`src/rtl/data_types_pkg.sv`:
```
// Shared types and width defaults for the APB requester block.
package data_types_pkg;

    localparam int WIDTH          = 32;
    localparam int ADDR_WIDTH_RAM = 32;

    typedef enum logic [1:0] {
        IDLE   = 2'd0,
        SETUP  = 2'd1,
        ACCESS = 2'd2,
        RESP   = 2'd3
    } apb_master_state_t;

endpackage

```
`src/rtl/apb_timeout_counter.sv`:
```
// Wait-state counter for the APB ACCESS phase; flags the cycle in which the
// wait budget would be exhausted so the FSM can leave on that same edge.
module apb_timeout_counter #(
    parameter int TIMEOUT_CYCLES = 16
) (
    input  logic clk,
    input  logic rst,
    input  logic clear,
    input  logic enable,
    output logic expired
);

    localparam int CW = (TIMEOUT_CYCLES > 0) ? $clog2(TIMEOUT_CYCLES + 1) : 1;
    localparam logic [CW-1:0] LIMIT_C = CW'(TIMEOUT_CYCLES);
    localparam logic [CW-1:0] LAST_C  = CW'(TIMEOUT_CYCLES - 1);

    logic [CW-1:0] count_r;

    // Saturating count of ACCESS cycles spent without pready.
    always_ff @(posedge clk or posedge rst) begin
        if (rst) begin
            count_r <= '0;
        end else if (clear) begin
            count_r <= '0;
        end else if (enable && (count_r != LIMIT_C)) begin
            count_r <= count_r + 1'b1;
        end
    end

    // This increment is the one that reaches the budget.
    assign expired = (TIMEOUT_CYCLES != 0) && enable && (count_r == LAST_C);

endmodule

```
`src/rtl/apb_master.sv`:
```
// APB requester: turns a valid/ready command into one SETUP/ACCESS transfer
// and returns the result on a valid/ready response channel.
module apb_master
    import data_types_pkg::*;
#(
    parameter int DATA_WIDTH     = WIDTH,
    parameter int ADDR_WIDTH     = ADDR_WIDTH_RAM,
    parameter int TIMEOUT_CYCLES = 16
) (
    input  logic                  clk,
    input  logic                  rst,
    input  logic                  cmd_valid,
    output logic                  cmd_ready,
    input  logic                  cmd_write,
    input  logic [ADDR_WIDTH-1:0] cmd_addr,
    input  logic [DATA_WIDTH-1:0] cmd_wdata,
    output logic                  rsp_valid,
    input  logic                  rsp_ready,
    output logic [DATA_WIDTH-1:0] rsp_rdata,
    output logic                  rsp_err,
    output logic [ADDR_WIDTH-1:0] paddr,
    output logic [DATA_WIDTH-1:0] pwdata,
    output logic                  pwrite,
    output logic                  psel,
    output logic                  penable,
    input  logic [DATA_WIDTH-1:0] prdata,
    input  logic                  pready,
    input  logic                  pslverr
);

    apb_master_state_t     state_r;
    logic                  psel_r;
    logic                  penable_r;
    logic                  pwrite_r;
    logic                  rsp_valid_r;
    logic                  rsp_err_r;
    logic [ADDR_WIDTH-1:0] paddr_r;
    logic [DATA_WIDTH-1:0] pwdata_r;
    logic [DATA_WIDTH-1:0] rsp_rdata_r;
    logic                  cnt_clear_s;
    logic                  cnt_enable_s;
    logic                  cnt_expired_s;

    assign cnt_clear_s  = (state_r == SETUP);
    assign cnt_enable_s = (state_r == ACCESS) && !pready;

    apb_timeout_counter #(
        .TIMEOUT_CYCLES(TIMEOUT_CYCLES)
    ) u_timeout (
        .clk    (clk),
        .rst    (rst),
        .clear  (cnt_clear_s),
        .enable (cnt_enable_s),
        .expired(cnt_expired_s)
    );

    // Transfer sequencing; every APB and response output is a flop of this block.
    always_ff @(posedge clk or posedge rst) begin
        if (rst) begin
            state_r     <= IDLE;
            psel_r      <= 1'b0;
            penable_r   <= 1'b0;
            pwrite_r    <= 1'b0;
            rsp_valid_r <= 1'b0;
            rsp_err_r   <= 1'b0;
            paddr_r     <= '0;
            pwdata_r    <= '0;
            rsp_rdata_r <= '0;
        end else begin
            case (state_r)
                IDLE: begin
                    if (cmd_valid) begin
                        paddr_r  <= cmd_addr;
                        pwdata_r <= cmd_wdata;
                        pwrite_r <= cmd_write;
                        psel_r   <= 1'b1;
                        state_r  <= SETUP;
                    end
                end
                SETUP: begin
                    penable_r <= 1'b1;
                    state_r   <= ACCESS;
                end
                ACCESS: begin
                    // A completer answering on the last allowed cycle still wins.
                    if (pready) begin
                        rsp_rdata_r <= pwrite_r ? '0 : prdata;
                        rsp_err_r   <= pslverr;
                        psel_r      <= 1'b0;
                        penable_r   <= 1'b0;
                        rsp_valid_r <= 1'b1;
                        state_r     <= RESP;
                    end else if (cnt_expired_s) begin
                        rsp_rdata_r <= '0;
                        rsp_err_r   <= 1'b1;
                        psel_r      <= 1'b0;
                        penable_r   <= 1'b0;
                        rsp_valid_r <= 1'b1;
                        state_r     <= RESP;
                    end
                end
                RESP: begin
                    if (rsp_ready) begin
                        rsp_valid_r <= 1'b0;
                        state_r     <= IDLE;
                    end
                end
                default: begin
                    psel_r      <= 1'b0;
                    penable_r   <= 1'b0;
                    rsp_valid_r <= 1'b0;
                    state_r     <= IDLE;
                end
            endcase
        end
    end

    assign cmd_ready = (state_r == IDLE);
    assign rsp_valid = rsp_valid_r;
    assign rsp_rdata = rsp_rdata_r;
    assign rsp_err   = rsp_err_r;
    assign paddr     = paddr_r;
    assign pwdata    = pwdata_r;
    assign pwrite    = pwrite_r;
    assign psel      = psel_r;
    assign penable   = penable_r;

endmodule

```
`config.mk`:
```
export PLATFORM = sky130hd
export DESIGN_NAME = apb_master
export DESIGN_NICKNAME = d
export VERILOG_FILES = /design/src/rtl/data_types_pkg.sv /design/src/rtl/apb_timeout_counter.sv /design/src/rtl/apb_master.sv
export SDC_FILE = /design/constraint.sdc
export NUM_CORES = 1
export LEC_CHECK = 0
export CORE_UTILIZATION = 30
export DETAILED_ROUTE_END_ITERATION = 8
export PLACE_DENSITY = 0.69
export SYNTH_ARGS = -nofsm -noshare
export SYNTH_HDL_FRONTEND = slang
export SYNTH_SLANG_ARGS = --single-unit
```
`constraint.sdc`:
```
create_clock -name clk -period 9.3 [get_ports clk]
set_clock_uncertainty 0.2 [all_clocks]
set_input_delay 1.395 -clock clk [delete_from_list [all_inputs] [get_ports clk]]
set_output_delay 1.395 -clock clk [all_outputs]
set_load 0.1 [all_outputs]
```
# After elaboration in Yosys (flattened, before gate mapping)
# Cells that the tools add are included.
[word_totals]
in_bits = 103
reg_bits = 108
out_inout_bits = 102
elab_cells = 55
[op_classes]
n_reduce_logical = 16
muxes = 20
eq_ne = 8
addsub = 1
[op_table]
columns = ["operator", "count"]
rows = [
  ["32-bit 2-to-1 mux", 3],
  ["5-bit 2-to-1 mux", 2],
  ["2-bit nonzero test", 5],
  ["3-bit AND reduction", 3],
  ["2-bit 2-to-1 mux", 4],
  ["2-bit case mux with 4 select lines", 1],
  ["1-bit 2-to-1 mux", 7],
  ["1-bit case mux with 2 select lines", 3],
  ["2-bit AND reduction", 3],
  ["5-bit by 1-bit adder with 5-bit output, second input constant", 1],
  ["5-bit by 4-bit equality test with 1-bit output, second input constant", 1],
  ["5-bit inequality test, second input constant", 1],
  ["2-bit equality test, second input constant", 2],
  ["2-bit inequality test, second input constant", 2],
  ["1-bit logical AND", 3],
  ["3-bit inequality test, second input constant", 1],
  ["2-bit by 1-bit equality test with 1-bit output, second input constant", 1],
  ["2-bit zero test", 1],
  ["1-bit zero test", 1],
]

# Logic depth before layout (Yosys ltp)
[depth]
word_depth = 6
ltp_mapped = 8
mapped_depth_nobuf = 6

# Modules after synthesis
# A second synthesis with hierarchy kept.
[unflattened]
hier_cells = 345
area_unflattened_um2 = 4556.9
[modules_own_cells]
columns = ["module", "area_each_um2", "seq_area_each_um2", "n_inst", "cells_per_inst"]
rows = [
  ["apb_master", 4252.8, 2577.5, 1, 314],
  ["apb_timeout_counter", 304.0, 125.1, 1, 31],
]

# Worst setup path before layout
# OpenSTA, ideal clock, no wires.
[synth_path]
path_kind = "reg2out"
start = "reg state_r[0]"
end = "out cmd_ready"
path_buffers = 0
t_required_ps = 7705
slack_ps = 6380
arrival_ps = 1325
path_stages_with_launch = 3
cell_sequence = "dfrtp_1 -> inv_1 -> ha_1"
[synth_via]
elab_chain_cells = 1
[synth_lines]
columns = ["item", "line_no", "text"]
rows = [
  ["start: declaration", "apb_master.sv:31", "apb_master_state_t state_r;"],
  ["start signal: assignment", "apb_master.sv:60", "state_r <= IDLE;"],
  ["start signal: assignment", "apb_master.sv:77", "state_r <= SETUP;"],
  ["start signal: assignment", "apb_master.sv:82", "state_r <= ACCESS;"],
  ["2-bit zero test", "apb_master.sv:118", "assign cmd_ready = (state_r == IDLE);"],
  ["end: declaration", "apb_master.sv:13", "output logic cmd_ready,"],
]
# Every way passes these cells.

# Worst setup path in the final report
# Same ends and word-level chain as after synthesis.

==> results by group <==
Critical path
  – CP endpoint kind: output port
  – Worst EP arrival: 2370 ps
  – Slowest CP cell: clkdlybuf4s50_1
  – Worst Setup Start Kind: register
  – CP required: 7710 ps
  – Worst Path Max Fanout: 5
  – Top delay family on crit path: buffers and inverters
  – WP buf/inv: 2
  – Setup CP Type: register to output port
  – Max incr delay on CP: 1200 ps
  – CP Cell Sequence: inv_1, ha_1, clkdlybuf4s50_1

Clock network
  – CTS tree: done
  – H-Tree Depth: 3
  – Post-CTS sizing: 0
  – Post-CTS Setup Inserts: 0
  – Clk sink count: 108
  – Clock slew at the register clock pins of the worst setup and hold paths: 70 ps
  – CTS max path bufs: 2
  – Worst-Skew Late Latency: 350 ps
  – CTS Root Cell: clkbuf_16
  – # hold bufs at CTS: 0
  – CTS buffer count: 9

STA
  – Endpoints failing setup: 0
  – RSZ-0062 raised after global routing: false
  – Final Cycle Share: 42.6%
  – FMAX: 0.252 GHz
  – Final max-slew violation count: 0
  – Hold WS: 268 ps
  – Hold Vio Cnt, Final: 0
  – Crit path time final: 3960 ps
  – Final worst slack: 5340 ps
  – Worst Tran Pin Value: 1040 ps
  – Setup TNS: 0 ps
  – Relative slew slack: 30.3%

Global routing
  – GRT Util Overall: 15.0%
  – Vias in the first global route: 3520
  – Grt total ovfl: 0
  – Antenna violations before repair: 0
  – Global-route wire length before repair: 18400 µm
  – Largest net degree at the start of global routing: 82

Die
  – Die Span X: 125 µm
  – Site Rows: 44
  – Core area: 0.0147 mm²
  – Die height: 125 µm
  – Initial core utilization: 31.0%
  – IO Count: 205
  – Die area: 0.0157 mm²

Yosys
  – Post-synthesis cell count: 344
  – Syn Std Cell Area: 0.00455 mm²
  – Syn_nets: 454
  – Yosys top cell area share: 59.3%
  – Synth area leader: dfrtp_1
  – Unique cell type count in the Yosys netlist: 30
  – YS warnings: 0
  – Post-synthesis sequential element count: 108
  – Synthesized area per cell: 13.2 µm²
  – Area contributors post-synth: dfrtp_1, mux2_4, nand2_1
  – Sequential area share after synthesis: 59.3%

Detailed routing
  – Drt drc: 36
  – Wire per inst: 15.5 µm
  – DR pass1 iterations: 6
  – Final WL: 11400 µm
  – Vias per cell: 4.58
  – Detail Route Antenna Nets: 0
  – DRT iter0 DRCs: 137
  – Detailed-route via count: 3359

Place
  – I/O Buffers: 204
  – GP Congestion: 0.722
  – Placed instance area: 0.00675 mm²
  – Worst slack, placed: 5670 ps
  – Detailed placer's ending HPWL: 8220 µm

Layout
  – Layout cells sized above 1: 17.3%
  – Area Overhead vs Synth: 54.7%
  – Final instance area: 0.00705 mm²
  – Diodes inserted: 0
  – Final-layout fill cell count: 1285
  – Final net count: 655

Run
  – Max-cap viol count: 0

Outcome
  – Failing checks: design-rule violations
  – Status: complete, but fails checks

Min path
  – Hold Crit Class: register to register
cell type report:
type                    count  area (µm²)  share of cell area, %
clock buffers               9         225                   3.20
clock inverters             7        76.3                   1.08
inverters                  11        43.8                  0.621
multi-input cells         206        1690                   24.0
flip-flops and latches    108        2700                   38.4
well taps                 184         230                   3.27
repair buffers            209        2080                   29.5
worst min-delay path, cell delays in order, from the launching register on:
cell	delay (ps)
dfrtp_1	340
nand2_1	50
nand2_1	50
final timing paths:
path	from	endpoint	slack, ps	depth (start not counted)
setup reg to reg	state_r[0]	paddr[28]	6770	5
max in group asynchronous	rst	rsp_rdata[3]	6350	3
min in group asynchronous	rst	paddr[26]	1170	2
hold / removal	rsp_rdata[23]	rsp_rdata[23]	270	2
hold reg to reg	rsp_rdata[23]	rsp_rdata[23]	270	2
setup / recovery	state_r[0]	cmd_ready	5340	3
state kept, by name, indices dropped and copies added, names as in the netlist, 2 cells and up:
name	count
rsp_rdata	32
u_timeout.count_r	5
paddr	32
state_r	2
pwdata	32
cell usage after synthesis:
library cell	n
dfrtp_1	108
o22a_1	1
o21ai_0	3
or4_1	1
nand2_1	70
o31ai_1	1
o21a_1	1
nor2_1	5
o32a_1	1
and4bb_2	1
inv_1	11
nor2b_1	2
buf_6	6
o2bb2ai_1	1
a221oi_1	1
nor3b_1	1
mux2_4	50
o21ai_1	2
a221oi_2	1
buf_2	12
ha_1	7
and3_1	1
mux2i_1	3
mux2_2	16
buf_4	1
nor2_4	1
nand3_1	33
a32o_1	1
nand3b_1	1
nand2b_4	1
cell families after synthesis:
family	share of synthesized area, %
adder cells (fa/ha/maj)	1.92
flip-flops	59.3
AND/OR/NAND/NOR	11.5
multiplexers	21.1
AO/OA/AOI/OAI	2.23
buffers and inverters	3.87
placed cells by master (no fill, tap or decap), types with 2 or more instances in the layout:
master / instances
o21ai_0: 3
mux2i_1: 3
nand3_1: 33
nand2_1: 69
inv_1: 10
buf_4: 5
mux2_2: 16
nor2_1: 5
mux2_4: 50
dfrtp_1: 108
clkinvlp_4: 2
clkinv_4: 2
clkdlybuf4s50_1: 204
clkbuf_16: 9
ha_1: 7
metrics by stage:
step | std cells | utilization [%]
4_1_cts | 734 | 47.9
6_report | 734 | 47.9
3_3_place_gp | 718 | 45.9
5_1_grt | 734 | 47.9
2_1_floorplan | 344 | -
3_5_place_dp | 718 | 45.9
per-layer routing:
metal	vias to the layer above	share of wire, %	global-route usage [%]
met5	-	0	0
met1	1656	42	18.2
met4	0	1.3	4.09
met3	12	8.6	5.78
li1	1564	-	-
met2	127	49	25.0
Power is left out: the tool's default activity adds up to more than one toggle a clock period on the data nets, which glitch-free logic cannot reach.
